### src/rtl/cpu_control_fsm.sv
// Multi-cycle instruction sequencer: walks each opcode through FETCH/DECODE/EXEC/MEM/WB,
// drives datapath strobes, owns the memory handshake with timeout, and counts retirements.
module cpu_control_fsm #(
    parameter int OPCODE_W    = 6,
    parameter int ALUOP_W     = 2,
    parameter int MEM_TIMEOUT = 16,
    parameter int RETIRE_W    = 32
) (
    input  logic                clk,
    input  logic                rst_n,
    input  logic [OPCODE_W-1:0] opcode,
    input  logic                mem_ready,
    output logic                mem_req,
    output logic                ir_write,
    output logic                pc_write,
    output logic [ALUOP_W-1:0]  aluOP,
    output logic                regWrite,
    output logic                regDestination,
    output logic                aluSource,
    output logic                Branch,
    output logic                memWrite,
    output logic                memToReg,
    output logic                jump,
    output logic                jal,
    output logic                jr,
    output logic                illegal_op,
    output logic                bus_error,
    output logic                halted,
    output logic [RETIRE_W-1:0] retired_cnt
);

    localparam int WAIT_W = (MEM_TIMEOUT > 1) ? $clog2(MEM_TIMEOUT + 1) : 1;

    localparam logic [OPCODE_W-1:0] OP_R    = OPCODE_W'(0);
    localparam logic [OPCODE_W-1:0] OP_BEQ  = OPCODE_W'(1);
    localparam logic [OPCODE_W-1:0] OP_LW   = OPCODE_W'(2);
    localparam logic [OPCODE_W-1:0] OP_SW   = OPCODE_W'(3);
    localparam logic [OPCODE_W-1:0] OP_ADDI = OPCODE_W'(4);
    localparam logic [OPCODE_W-1:0] OP_SLTI = OPCODE_W'(7);
    localparam logic [OPCODE_W-1:0] OP_XORI = OPCODE_W'(6);
    localparam logic [OPCODE_W-1:0] OP_J    = OPCODE_W'(8);
    localparam logic [OPCODE_W-1:0] OP_JAL  = OPCODE_W'(9);
    localparam logic [OPCODE_W-1:0] OP_JR   = OPCODE_W'(10);

    typedef enum logic [2:0] {
        S_FETCH, S_DECODE, S_EXEC, S_MEM, S_WB, S_HALT
    } state_t;

    typedef struct packed {
        logic               mem_req;
        logic               ir_write;
        logic               pc_write;
        logic [ALUOP_W-1:0] aluop;
        logic               reg_write;
        logic               reg_dst;
        logic               alu_src;
        logic               branch;
        logic               mem_write;
        logic               mem_to_reg;
        logic               jump;
        logic               jal;
        logic               jr;
        logic               illegal_op;
        logic               bus_error;
        logic               halted;
    } ctl_t;

    state_t                state;
    logic [OPCODE_W-1:0]   op_q;
    logic [WAIT_W-1:0]     wait_cnt;
    logic [RETIRE_W-1:0]   retired_q;
    logic                  bus_error_q;
    ctl_t                  ctl;

    logic is_legal, is_jump, mem_wait, timeout_hit, retire;

    assign is_legal    = (op_q <= OP_JR);
    assign is_jump     = (op_q == OP_J) || (op_q == OP_JAL) || (op_q == OP_JR);
    assign mem_wait    = ((state == S_FETCH) || (state == S_MEM)) && !mem_ready;
    // Timeout fires on the waiting cycle that would bring the count up to the limit.
    assign timeout_hit = (MEM_TIMEOUT != 0) && mem_wait && (int'(wait_cnt) + 1 == MEM_TIMEOUT);
    assign retire      = ((state == S_DECODE) && is_jump)
                       || ((state == S_EXEC) && (op_q == OP_BEQ))
                       || ((state == S_MEM) && (op_q == OP_SW) && mem_ready)
                       || (state == S_WB);

    always_ff @(posedge clk) begin
        // NOTE: all state here uses non-blocking assignments so every register samples pre-edge values.
        if (!rst_n) begin
            state       <= S_FETCH;
            op_q        <= '0;
            wait_cnt    <= '0;
            retired_q   <= '0;
            bus_error_q <= 1'b0;
        end else begin
            wait_cnt <= (mem_wait && MEM_TIMEOUT != 0) ? wait_cnt + WAIT_W'(1) : '0;
            if (retire) retired_q <= retired_q + RETIRE_W'(1);

            case (state)
                S_FETCH: begin
                    if (mem_ready) begin
                        op_q  <= opcode;
                        state <= S_DECODE;
                    end else if (timeout_hit) begin
                        state       <= S_HALT;
                        bus_error_q <= 1'b1;
                    end
                end
                S_DECODE: state <= (!is_legal || is_jump) ? S_FETCH : S_EXEC;
                S_EXEC: begin
                    if (op_q == OP_BEQ)                         state <= S_FETCH;
                    else if ((op_q == OP_LW) || (op_q == OP_SW)) state <= S_MEM;
                    else                                        state <= S_WB;
                end
                S_MEM: begin
                    if (mem_ready) begin
                        state <= (op_q == OP_SW) ? S_FETCH : S_WB;
                    end else if (timeout_hit) begin
                        state       <= S_HALT;
                        bus_error_q <= 1'b1;
                    end
                end
                S_WB:    state <= S_FETCH;
                S_HALT:  state <= S_HALT;
                default: state <= S_FETCH;
            endcase
        end
    end

    always_comb begin
        // NOTE: default every field first so no branch of the case can infer a latch.
        ctl           = '0;
        ctl.bus_error = bus_error_q;
        case (state)
            S_FETCH: begin
                ctl.mem_req  = 1'b1;
                ctl.ir_write = mem_ready;
                ctl.pc_write = mem_ready;
            end
            S_DECODE: begin
                ctl.jump       = (op_q == OP_J) || (op_q == OP_JAL);
                ctl.jal        = (op_q == OP_JAL);
                ctl.reg_write  = (op_q == OP_JAL);
                ctl.jr         = (op_q == OP_JR);
                ctl.illegal_op = !is_legal;
            end
            S_EXEC: begin
                ctl.alu_src = (op_q >= OP_LW) && (op_q <= OP_SLTI);
                ctl.branch  = (op_q == OP_BEQ);
                if ((op_q == OP_LW) || (op_q == OP_SW) || (op_q == OP_ADDI)) ctl.aluop = ALUOP_W'(0);
                else if (op_q == OP_BEQ)                                     ctl.aluop = ALUOP_W'(1);
                else                                                         ctl.aluop = ALUOP_W'(2);
            end
            S_MEM: begin
                ctl.mem_req   = 1'b1;
                ctl.mem_write = (op_q == OP_SW);
            end
            S_WB: begin
                ctl.reg_write  = 1'b1;
                ctl.reg_dst    = (op_q == OP_R) || (op_q == OP_XORI);
                ctl.mem_to_reg = (op_q == OP_LW);
            end
            S_HALT:  ctl.halted = 1'b1;
            default: ;
        endcase
    end

    // Outputs are forced low for as long as reset is held, not just after the reset edge.
    assign {mem_req, ir_write, pc_write, aluOP, regWrite, regDestination, aluSource, Branch,
            memWrite, memToReg, jump, jal, jr, illegal_op, bus_error, halted} = rst_n ? ctl : '0;
    assign retired_cnt = rst_n ? retired_q : '0;

endmodule

### config.mk
export PLATFORM = sky130hd
export DESIGN_NAME = cpu_control_fsm
export DESIGN_NICKNAME = d
export VERILOG_FILES = /design/src/rtl/cpu_control_fsm.sv
export SDC_FILE = /design/constraint.sdc
export NUM_CORES = 1
export LEC_CHECK = 0
export CAP_MARGIN = 30
export CORE_MARGIN = 2
export CORE_UTILIZATION = 53
export CTS_BUF_LIST = sky130_fd_sc_hd__clkbuf_4 sky130_fd_sc_hd__clkbuf_8
export CTS_CLUSTER_DIAMETER = 30
export CTS_CLUSTER_SIZE = 28
export DETAILED_ROUTE_END_ITERATION = 8
export GPL_TIMING_DRIVEN = 0
export PLACE_DENSITY = 0.82
export SETUP_SLACK_MARGIN = 0.05
export SYNTH_ARGS = -nofsm -noshare
export SYNTH_HDL_FRONTEND = slang
export SYNTH_SLANG_ARGS = --single-unit
### constraint.sdc
create_clock -name clk -period 2.4 [get_ports clk]
set_input_delay 0.6 -clock clk [delete_from_list [all_inputs] [get_ports clk]]
set_output_delay 0.6 -clock clk [all_outputs]
set_load 0.02 [all_outputs]
After elaboration in Yosys (flattened, before gate mapping). Cells that the tools add are included.

Bits in registers: 47. Bits of input ports: 9. Output and inout port bits: 49. Logic and storage cells: 73.

Add/sub/neg operators: 3. Magnitude comparators: 3. Equality and inequality tests: 14. Mux-type cells: 22. Bitwise operators: 1. Reduce and logical (&&, ||, !) cells: 25.

Operators by type and width (number): $add 32x1->32 const B (1); $mux 32 (1); $eq 6x4->1 const B (3); $mux 3 (6); $mux 17 (1); $pmux 3 s5 (1); $eq 6x2->1 const B (2); $eq 6x3->1 const B (2); $mux 2 (6); $logic_or 1x1->1 (10); $logic_and 1x1->1 (7); $add 5x1->6 const B (1); $eq 3x2->1 const B (2); $eq 3x3->1 const B (2); $eq 6x1->1 const B (1); $eq 6x5->1 const B (1); $ge 6x2->1 const B (1); $le 6x3->1 const B (1); $le 6x4->1 const B (1); $logic_not 6->1 (1); $add 5x1->5 const B (1); $mux 1 (5); $mux 4 (1); $reduce_and 2->1 (2); 7 further kinds (8).

Longest topological paths before layout. Gate-level depths: netlist of the first run.

Word-level depth: 7. Gate-level depth with buffers: 8. Mapped depth without buffers: 6.

Worst setup path after synthesis of the first run. Ideal clock, no wire load.

Path type: input-to-output. From: input port rst_n. To: output port regDestination. Data arrival time: 1865 ps. Required time: 1800 ps. Path slack: -65 ps. Cell stages on the path: 3. Buffers on the path: 0. Cell sequence: inv_1 > or4_1 > nor4b_1.

Longest elaborated chain between the ends: 1.

Ends and longest elaborated chain: start: declaration (line 10) `input logic rst_n,`; $mux 17 (line 170) `memWrite, memToReg, jump, jal, jr, illegal_op, bus_error, halted} = rst_n ? ctl : '0;`; end: declaration (line 18) `output logic regDestination,`.

Every way passes these cells.

Worst setup path after layout of the first run.
From: register state[1]. To: output port aluOP[0].

Longest elaborated chain between the ends: 3.

Ends and longest elaborated chain: start: declaration (line 68) `state_t state;`; start signal: assignment (line 109) `S_DECODE: state <= (!is_legal || is_jump) ? S_FETCH : S_EXEC;`; start signal: assignment (line 117) `state <= (op_q == OP_SW) ? S_FETCH : S_WB;`; $eq 3x2->1 (line 134) `case (state)`; $mux 2 (line 134); $mux 17 (line 170); end: declaration (line 16) `output logic [ALUOP_W-1:0] aluOP,`.

Every way passes these cells.

==> impl_metrics.yaml, run 1 <==
power_and_ir_drop:
  peakVddDrop_uv: 295
  p_leak_uw: 0.00147
  p_per_area_nw_per_um2: 438
  total_power_uw: 1650
timing:
  relSlewSlack_pct: 54.1
  fmax_ghz: 0.428
  layout_min_cycle_time_ns: 2.33
  hold_viol: 0
  tightestPinTransition_ns: 0.687
  rsz0062_at_grt: "yes"
  setup_viol: 0
  timing.final.crit_share_pct: 97.3
  finClkSkew_ns: 0.00861
  maxSlewViolCount: 0
cts:
  root_buffer: "clkbuf_8"
  clockBufferDepth: 2
  cts_hold_buf: 0
  clkSinkCount: 47
  cts_tree: "done"
  numCtsBuffers: 5
  h-tree-depth: 2
  cts.clk_slew.worst_paths_ns: 0.08
  clkLatencyLatePin_ns: 0.31
grt:
  grt_max_degree: 15
  grt.met2_usage_pct: 44.7
  grt_pass1_vias: 2793
  grtUsageMet1_pct: 36.8
  grt_busiest_layer: "met2"
  antenna_found_initial: 0
  track_usage_pct: 28.1
  use_met3_pct: 5.65
  grt_pass1_wl_um: 13500
  grt_overflow: 0
synth:
  synth.distinct_cells: 50
  syn_nets: 374
  synth_area_leader_cell: "dfxtp_1"
  syn_area_per_cell_sq_um: 7.75
  yosys_most_used_dff: "dfxtp_1"
  synthCells: 362
  synth_edf_count: 0
  synthesis.area_sq_um: 2810
  yosysSeqAreaShare_pct: 33.5
  yosys-top-cells-area: "dfxtp_1 34%, and2_1 7.6%, nor2_1 5.3%"
  yosys_warnings: 0
  synthArstFlopShare_pct: 0
  synth_top_cell_area_share_pct: 33.5
  ys_ff_latch: 47
detailed_routing:
  vias_per_cell: 6.14
  drtIter0Drc: 453
  drc: 0
  wl_per_cell_um: 17.1
  vias: 3136
  wl_um: 8730
  drt-pass1-iter-count: 5
  ant_nets: 0
floorplanning:
  coreArea_sq_um: 5110
  die_w_um: 76.8
  num_rows: 26
  io_pins: 58
  die_h_um: 76.8
  die_area_sq_um: 5890
  start_util_pct: 54.9
final_layout:
  num-fill-cells: 401
  fin_util_pct: 73.8
  area_growth_pct: 34.3
  seqCellArea_sq_um: 962
  antennaDiodeCount: 0
  fin_nets: 452
  drive_gt1_share_pct: 22.7
  multiInputGateArea_sq_um: 1830
setup_path:
  cp.required_ns: 1.80
  path_class: "flip-flop to output port"
  arrival_ns: 1.73
  cp_slowest_cell: "dfxtp_4"
  end_kind: "output port"
  cp_cell_sequence: "clkbuf_4, nand2_1, nor2_1, nand2_1, nor3_1, buf_2"
  start_kind: "flip-flop"
  crit_family: "simple AND/OR/NAND/NOR gates"
  cp_num_buf_inv: 2
  cpMostUsedCell: "nand2_1"
  path_max_fanout: 10
  cpPeakStageDelay_ns: 0.41
placed_design:
  gp_congestion: 0.862
  dpl.hpwl_um: 5390
  numPortBuffers: 57
flow_run:
  maxCapViolCount: 0
outcome:
  status: "finished clean"
hold_path:
  min_path_type: "flip-flop to flip-flop"
[routing by layer]
layer  up-vias  wire length (um)
met3        33               564
met1      1487              3740
met5         -                 0
met2       161              4180
met4         0               237
li1       1455                 -
[layout make-up]
type	instances	share of cell area [%]
Inverter	6	0.730
Clock buffer	5	1.83
Multi-Input combinational cell	288	48.7
Tap cell	70	2.32
Sequential cell	47	25.5
Clock inverter	3	0.398
Buffer	18	4.28
Timing Repair Buffer	74	16.2
[cell families after synthesis]
| family | Yosys count | share of synthesized area, % |
|---|---|---|
| and+or+nand+nor | 194 | 38.4 |
| AOI/OAI and AO/OA | 68 | 14.2 |
| DFF | 47 | 33.5 |
| buffers and inverters | 27 | 4.32 |
| muxes | 15 | 5.71 |
| xor gates and xnor gates | 8 | 2.50 |
| adders and majority gates | 3 | 1.34 |
[synth_stat cells (2+ instances only)]
| master | count |
|---|---|
| a31oi_1 | 4 |
| mux2i_1 | 7 |
| mux2_2 | 2 |
| nor2b_1 | 4 |
| xor2_1 | 4 |
| o21ai_1 | 2 |
| o21ai_0 | 19 |
| o31ai_1 | 8 |
| and3_1 | 6 |
| o22ai_1 | 2 |
| nor4_1 | 7 |
| ha_1 | 3 |
| dfxtp_1 | 47 |
| xnor2_1 | 4 |
| inv_1 | 6 |
| mux2_1 | 6 |
| o2111ai_1 | 2 |
| nand4_1 | 6 |
| nor2_1 | 40 |
| and4_1 | 2 |
| nand2b_1 | 6 |
| and2_1 | 34 |
| nand3_1 | 18 |
| clkbuf_1 | 16 |
| or3_1 | 11 |
| nor3_1 | 11 |
| a21oi_1 | 23 |
| nor4b_1 | 2 |
| buf_6 | 2 |
| a211oi_1 | 2 |
| nand2_1 | 27 |
| or4_1 | 11 |
[placed cells by master (no fill, tap or decap), drive strengths merged, types with 3 or more instances in the layout]
cell and instances:
mux2 8, mux2i 7, clkdlybuf4s50 6, or3 11
clkdlybuf4s15 13, clkinv 3, buf 37, nor2 40
nor2b 4, o31ai 8, xor2 4, o21ai 21
nor3 11, and2 34, clkbuf 23, nand4 6
dfxtp 47, nand2b 6, inv 6, xnor2 4
nor4b 4, nand2 27, a31oi 4, dlygate4sd2 18
ha 3, or4 11, nor4 8, a21oi 23
and3 6, nand3 18
[worst min-delay path, cell delays in order (launching register included)]
cell	delay, ns
dfxtp_1	0.33
a31oi_1	0.04
nor2_1	0.08
[sequential cells by signal, summed over array words and instances (netlist names)]
name         flops
wait_cnt         5
retired_q       32
state            3
op_q             6
bus_error_q      1
[stage by stage]
stage	instance area, sq um	setup TNS, ns	setup slack, ns	hold WS, ns	cells
finish	3770	0	0.0658	0.486	511
global route	3770	-0.0566	-0.0283	0.514	511
CTS	3660	0	0.0511	0.488	503
detailed placement	3470	-54.47	-1.39	0.474	489
global placement	3470	-51.92	-1.29	0.448	489
floorplan	2810	0	0.125	0.428	362
[report_power, final]
part / leakage [uW] / switching, uW / internal [uW]
logic: 0.00103 / 189 / 152
registers: 0.000384 / 32.2 / 798
clock network: 0.0000477 / 280 / 200
total: 0.00147 / 501 / 1150
[repair_timing]
| action | CTS | global route |
|---|---|---|
| buffers inserted | 8 | 9 |
| setup endpoints to repair | 56 | 31 |
| resized for setup | 171 | 34 |
| pin swaps | 1 | 3 |
[final timing paths]
path / start / end / slack, ns / cells after the start
worst max-delay path: state[1]$_SDFF_PN0_ / aluOP[0] / 0.07 / 6
worst min-delay path: bus_error_q$_SDFFE_PN0P_ / bus_error_q$_SDFFE_PN0P_ / 0.49 / 2
worst max register to register: op_q[5]$_SDFFE_PN0P_ / retired_q[25]$_SDFFE_PN0P_ / 0.09 / 8
worst min register to register: bus_error_q$_SDFFE_PN0P_ / bus_error_q$_SDFFE_PN0P_ / 0.49 / 2
Note: power is estimated with default switching activity, not from simulation.
==> run 2, diff against run 1 <==
--- a/config.mk
+++ b/config.mk
@@ -5,11 +5,9 @@
 export SDC_FILE = /design/constraint.sdc
 export NUM_CORES = 1
 export LEC_CHECK = 0
-export CAP_MARGIN = 30
 export CORE_MARGIN = 2
 export CORE_UTILIZATION = 53
 export CTS_BUF_LIST = sky130_fd_sc_hd__clkbuf_4 sky130_fd_sc_hd__clkbuf_8
-export CTS_CLUSTER_DIAMETER = 30
 export CTS_CLUSTER_SIZE = 28
 export DETAILED_ROUTE_END_ITERATION = 8
 export GPL_TIMING_DRIVEN = 0
==> results of run 2 <==
No change in the layout: final DEF, timing and power equal those of run 1.
==> run 3, diff against run 2 <==
--- a/config.mk
+++ b/config.mk
@@ -5,6 +5,7 @@
 export SDC_FILE = /design/constraint.sdc
 export NUM_CORES = 1
 export LEC_CHECK = 0
+export CAP_MARGIN = 20
 export CORE_MARGIN = 2
 export CORE_UTILIZATION = 53
 export CTS_BUF_LIST = sky130_fd_sc_hd__clkbuf_4 sky130_fd_sc_hd__clkbuf_8
==> results of run 3 <==
No change in the layout: final DEF, timing and power equal those of run 1.
